## src/rtl/alu1_pkg.sv

```systemverilog
// Shared opcode definitions for the single-bit ALU slice.
package alu1_pkg;

    localparam int unsigned SEL_W = 3;

    typedef enum logic [SEL_W-1:0] {
        OP_AND      = 3'd0,
        OP_NOT      = 3'd1,
        OP_OR       = 3'd2,
        OP_XOR      = 3'd3,
        OP_ADD      = 3'd4,
        OP_SUB      = 3'd5,
        OP_TRANSFER = 3'd6,
        OP_TEST     = 3'd7
    } alu1_op_e;

    // Only the arithmetic ops drive carry_out; everything else forces it low.
    function automatic logic is_arith(input alu1_op_e op);
        return (op == OP_ADD) || (op == OP_SUB);
    endfunction

endpackage

```

## src/rtl/alu_1bit_addsub.sv

```systemverilog
// Combinational full adder / full subtractor; cout is the borrow when sub=1.
module alu_1bit_addsub (
    input  logic a,
    input  logic b,
    input  logic cin,
    input  logic sub,
    output logic sum,
    output logic cout
);

    logic w_carry;
    logic w_borrow;

    assign sum      = a ^ b ^ cin;
    assign w_carry  = (a & b) | (a & cin) | (b & cin);
    // Borrow is set whenever a < b + cin.
    assign w_borrow = (~a & (b | cin)) | (b & cin);
    assign cout     = sub ? w_borrow : w_carry;

endmodule

```

## src/rtl/alu_1bit.sv

```systemverilog
// Single-bit ALU slice: opcode mux, carry gating and optional output register.
module alu_1bit
    import alu1_pkg::*;
#(
    parameter int unsigned REG_OUT = 1
) (
    input  logic             clk,
    input  logic             rst_n,
    input  logic             a,
    input  logic             b,
    input  logic             carry_in,
    input  logic [SEL_W-1:0] select,
    output logic             out,
    output logic             carry_out
);

    alu1_op_e w_op;
    logic     w_sum;
    logic     w_cout;
    logic     w_out;
    logic     w_carry;

    assign w_op = alu1_op_e'(select);

    alu_1bit_addsub u_addsub (
        .a    (a),
        .b    (b),
        .cin  (carry_in),
        .sub  (w_op == OP_SUB),
        .sum  (w_sum),
        .cout (w_cout)
    );

    // Result mux; carry_out is only meaningful for ADD/SUB.
    always_comb begin
        w_out   = 1'b0;
        w_carry = 1'b0;
        case (w_op)
            OP_AND:      w_out = a & b;
            OP_NOT:      w_out = ~a;
            OP_OR:       w_out = a | b;
            OP_XOR:      w_out = a ^ b;
            OP_ADD:      w_out = w_sum;
            OP_SUB:      w_out = w_sum;
            OP_TRANSFER: w_out = a;
            OP_TEST:     w_out = ~(a ^ b);
            default:     w_out = 1'b0;
        endcase
        if (is_arith(w_op)) begin
            w_carry = w_cout;
        end
    end

    if (REG_OUT != 0) begin : g_reg
        logic r_out;
        logic r_carry;

        always_ff @(posedge clk or negedge rst_n) begin
            if (!rst_n) begin
                r_out   <= 1'b0;
                r_carry <= 1'b0;
            end else begin
                r_out   <= w_out;
                r_carry <= w_carry;
            end
        end

        assign out       = r_out;
        assign carry_out = r_carry;
    end else begin : g_comb
        // Clock and reset have no role in the combinational build.
        logic w_unused;
        assign w_unused  = clk & rst_n;
        assign out       = w_out;
        assign carry_out = w_carry;
    end

endmodule

```

## config.mk

```make
export PLATFORM = sky130hd
export DESIGN_NAME = alu_1bit
export DESIGN_NICKNAME = d
export VERILOG_FILES = /design/src/rtl/alu1_pkg.sv /design/src/rtl/alu_1bit_addsub.sv /design/src/rtl/alu_1bit.sv
export SDC_FILE = /design/constraint.sdc
export NUM_CORES = 1
export LEC_CHECK = 0
export BUFFER_PORTS_ARGS = -buffer_cell sky130_fd_sc_hd__buf_2
export CAP_MARGIN = 20
export CORE_AREA = 2 2 39 41
export CTS_BUF_LIST = sky130_fd_sc_hd__clkbuf_4 sky130_fd_sc_hd__clkbuf_8 sky130_fd_sc_hd__clkbuf_16
export DETAILED_ROUTE_END_ITERATION = 12
export DIE_AREA = 0 0 41 43
export SYNTH_ARGS = -nofsm -noshare
export SYNTH_HDL_FRONTEND = slang
export SYNTH_HIERARCHICAL = 1
export SYNTH_SLANG_ARGS = --single-unit
```

## constraint.sdc

```tcl
create_clock -name clk -period 0.8 [get_ports clk]
set_input_delay 0.08 -clock clk [delete_from_list [all_inputs] [get_ports clk]]
set_output_delay 0.08 -clock clk [all_outputs]
set_load 0.005 [all_outputs]
```

# ---- After elaboration in Yosys (flattened, before gate mapping)
# Cells that the tools add are included.
dict set report totals {
  register_bits 2
  input_bits 8
  out_inout_bits 2
  wordCells 28
}
dict set report classes {
  n_eq_ne 7
  mux 3
  bitwise 13
  n_reduce_logical 3
}
# op n
set op_table {}
lappend op_table {{$eq A3 B3 Y1 const B} 4}
lappend op_table {{$pmux W1 S7} 1}
lappend op_table {{$eq A3 B2 Y1 const B} 2}
lappend op_table {{$or A1 B1 Y1} 5}
lappend op_table {{$and A1 B1 Y1} 4}
lappend op_table {{$eq A3 B1 Y1 const B} 1}
lappend op_table {{$logic_not A3 Y1} 1}
lappend op_table {{$mux W1} 2}
lappend op_table {{$not A1 Y1} 2}
lappend op_table {{$reduce_or A2 Y1} 1}
lappend op_table {{$xor A1 B1 Y1} 2}
lappend op_table {{$logic_or A1 B1 Y1} 1}

# ---- Logic depth before layout (Yosys ltp)
dict set report logic_depth {
  ltp_word 5
  depth_mapped 6
  depth_no_buf 6
}

# ---- Cells and area by module
# Netlist, hierarchy kept.
# mod instances cells_each area_each_um2 seq_area_each_um2
set by_module_without_submodules {}
lappend by_module_without_submodules {alu_1bit 1 18 172.7 50.0}
lappend by_module_without_submodules {alu_1bit_addsub 1 7 51.3 0.0}

# ---- Worst setup path before layout
# Ideal clock, no wire load.
dict set report synth_path {
  path_type {input to register}
  start {in a}
  end {reg g_reg.r_out, in the netlist out}
  setup_ps 123
  arrival_ps 969
  required_ps 677
  setup_slack_ps -292
  cell_stages 4
  path_buffers 0
  path_cell_list {ha_1 xor2_1 mux2_2 o221a_1}
}
dict set report synth_via {
  elab_chain_cells 3
  word_cells_on_any_way 7
  classes_between {mux: 1; bitwise: 6}
}
# item line_no
set synth_lines {}
lappend synth_lines {{start: declaration} alu_1bit.sv:9} ;# input logic a,
lappend synth_lines {{$xor A1 B1 Y1 (2 in a row)} alu_1bit_addsub.sv:14} ;# assign sum = a ^ b ^ cin;
lappend synth_lines {{via w_sum} alu_1bit.sv:18} ;# logic w_sum;
lappend synth_lines {{$pmux W1 S7} alu_1bit.sv:38} ;# case (w_op)
lappend synth_lines {{via w_out} alu_1bit.sv:20} ;# logic w_out;
lappend synth_lines {{end signal: assignment} alu_1bit.sv:63} ;# r_out <= w_out;
lappend synth_lines {{end: declaration} alu_1bit.sv:55} ;# logic r_out;
# The timed path passes the listed nets, and every way through them passes these cells.

# ---- Worst setup path in the final report
dict set report layout_path {
  start {in b}
  end {reg g_reg.r_out, in the netlist out}
}
dict set report layout_via {
  elab_chain_cells 3
  word_cells_on_any_way 6
  classes_between {mux: 1; bitwise: 5}
}
# item line_no
set layout_lines {}
lappend layout_lines {{start: declaration} alu_1bit.sv:10} ;# input logic b,
lappend layout_lines {{$xor A1 B1 Y1 (2 in a row)} alu_1bit_addsub.sv:14}
lappend layout_lines {{via w_sum} alu_1bit.sv:18}
lappend layout_lines {{$pmux W1 S7} alu_1bit.sv:38}
lappend layout_lines {{via w_out} alu_1bit.sv:20}
# The timed path passes the listed nets, and every way through them passes these cells.

==> summary.md <==
| Metric | Value |
|---|---|
| Status | `finished, violations left` |
| Failing checks | `setup timing` |
| CP Launch Type | `primary input` |
| Clk buf depth | `2` |
| # diodes | `0` |
| Antenna violations before repair | `0` |
| Largest net degree at the start of global routing | `7` |
| IO buf count | `9` |
| Flop pwr share | `0.230` |
| Cell Chain, Critical Path | `buf_8, ha_4, xor2_1, mux2_4, o221a_1` |
| Tightest Pin Transition | `0.2328 ns` |
| Switching Fraction | `0.2371` |
| Min-delay worst type | `primary input to asynchronous set/reset pin` |
| Placed Cells | `55` |
| PD cells | `1237 nW/um2` |
| Cell row count | `14` |
| First-pass GRT wire length | `765 um` |
| Slowest cell delay on critical path | `0.25 ns` |
| Slew Limit Fails | `0` |
| NetSw | `116.7 uW` |
| CP Data Required Time | `0.90 ns` |
| VDD IR-drop max | `311.4 uV` |
| Levels on crit path | `5` |
| Peak fanout along the critical path | `4` |
| Syn Std Cell Area | `224.0 um2` |
| Drt wl/cell | `8.356 um` |
| Crit path launch | `b` |
| Tot GR Track Use | `0.06700` |
| Initial Util | `0.1618` |
| Mapped Nets | `36` |
| Final worst setup slack | `-0.1389 ns` |
| First-pass DRT Iterations | `2` |
| Netlist cell types | `17` |
| # IOs | `10` |
| Total Power | `492.3 uW` |
| Share of cells above drive strength 1 | `0.4884` |
| TritonCTS clock tree | `yes` |
| Crit-path slowest cell | `mux2_4` |
| Detail Placement HPWL | `408 um` |
| Mapped Avg Cell Area | `8.959 um2` |
| Pleak | `0.1996 nW` |
| Setup violators final | `2` |
| Clock share of power | `0.445` |
| Crit path time final | `0.9389 ns` |
| Top achievable clock speed | `1065 MHz` |
| Vias per Instance | `3.966` |
| Max-capacitance violation count | `0` |
| Layout Nets | `56` |
| Vias in the first global route | `228` |
| Cells after Synth | `25` |
| Pint | `375.5 uW` |
| Core Region | `1384 um2` |
| Gpl congestion | `0.7054` |
| CP endpoint | `out` |
| Logic pwr share | `0.324` |
| Final hold violation count | `0` |
| Post-DRT Antenna Nets | `0` |
| Endpoint class of the critical path | `flop` |
| RSZ-0062 raised after global routing | `true` |
| DRT Wirelength | `493 um` |
| Final Cycle Share | `1.174` |
| CP delay by family, top | `multiplexers` |
| Synth Warn # | `6` |
| Total grt overflow | `0` |
| Die width | `41 um` |
| Starting DRT DRC Count | `4` |
| Root buf cell | `clkbuf_4` |
| Die area | `1763 um2` |
| Vias post-DR | `234` |
| Max-slew headroom | `0.8424` |
| CP Buf/Inv Count | `1` |
| Die Ht | `43 um` |
| CTS clk-pin slew, worst paths | `0.03 ns` |
| CTS buffer count | `3` |
| DRC | `0` |
| H-tree depth | `1` |
| Area grow syn2layout | `77.65%` |
| Yosys reg bits | `2` |
| CP Class | `primary input to flop` |
| Setup bufs post-CTS | `0` |
| Seq/Total Area, Yosys | `0.2235` |
| CTS sink cnt | `2` |
| Non-Filler Instances | `59` |
| Critical Path AT | `1.04 ns` |
[flip-flops by register name, summed over array words and instances, names as in the netlist]
name	flops
carry_out	1
out	1
[synthesized netlist by cell type (all sizes together)]
| master | instances | area share |
|---|---|---|
| dfrtp | 2 | 0.22 |
| a21oi | 1 | 0.022 |
| ha | 3 | 0.17 |
| mux2 | 1 | 0.050 |
| o21ai | 1 | 0.022 |
| inv | 3 | 0.050 |
| nor3 | 1 | 0.022 |
| nor2b | 3 | 0.084 |
| a221o | 1 | 0.045 |
| o221a | 1 | 0.050 |
| nor2 | 2 | 0.034 |
| xor2 | 1 | 0.039 |
| a21o | 1 | 0.034 |
| and3b | 2 | 0.084 |
| o311ai | 1 | 0.039 |
| nand3b | 1 | 0.034 |
[cell families after synthesis]
logic type      count (synthesis)  share of synthesized area
fa+ha+maj                       3                     0.1676
simple gates                    9                     0.2570
compound gates                  6                     0.2123
buf+inv                         3                    0.05028
xor+xnor                        1                    0.03911
flops                           2                     0.2235
mux                             1                    0.05028
[power by group through the flow]
stage	Clock, mW	Sequential, mW	Combinational [mW]
final	0.219	0.113	0.160
after CTS	0.237	0.114	0.162
after floorplan	0	0.117	0.0644
after global placement	0	0.114	0.140
after global routing	0.242	0.115	0.181
after detailed placement	0	0.115	0.142
[layout by cell type, fill, tap and decap left out, drive strengths merged]
cell         instances
a21o                 1
a21oi                1
a221o                1
and3b                2
buf                 14
clkbuf               3
dfrtp                2
dlygate4sd3          1
ha                   3
inv                  3
mux2                 1
nand3b               1
nor2                 2
nor2b                3
nor3                 1
o21ai                1
o221a                1
o311ai               1
xor2                 1
[stage by stage]
stage,instance area (um2),TNS (ns),hold WS [ns],util,worst slack [ns]
after floorplan,236.5,-0.4229,-0.2156,-,-0.2172
after global placement,339.1,-0.7561,-0.1347,0.2450,-0.3976
after detailed placement,339.1,-0.7783,-0.1341,0.2450,-0.4218
after CTS,397.9,-0.2540,0.1697,0.2875,-0.1502
after global routing,397.9,-0.3103,0.1813,0.2875,-0.1600
final,397.9,-0.2509,0.1722,0.2875,-0.1389
[per-layer routing]
layer,wire length (um),GRT usage,part of all wire
met5,0,0,0
met4,0,0.08000,0
met3,37,0.01571,0.075
met2,213,0.08125,0.43
met1,242,0.08254,0.49
[how the worst min path moves through the flow]
| stage | endpoint | slack [ns] | cells past startpoint |
|---|---|---|---|
| after floorplan | carry_out | -0.22 | 0 |
| after global placement | carry_out | -0.13 | 1 |
| after detailed placement | out | -0.13 | 1 |
| after CTS | carry_out | 0.17 | 2 |
| after global routing | carry_out | 0.18 | 2 |
| final | carry_out | 0.17 | 2 |
[repair_timing]
action                                  CTS  global route
hold buffers                              1             0
endpoints found under the setup margin    2             4
pin swaps                                 2             1
gates resized for setup                   7             0
hold endpoints to repair                  2             0
[final cells by class]
type                    count  area, um2
clock buffers               3      22.52
flip-flops and latches      2      50.05
fillers                   162      985.9
multi-input cells          20      178.9
inverters                   3      11.26
well taps                  16      20.02
repair buffers             15      115.1
Power figures use the tool's default switching activity.
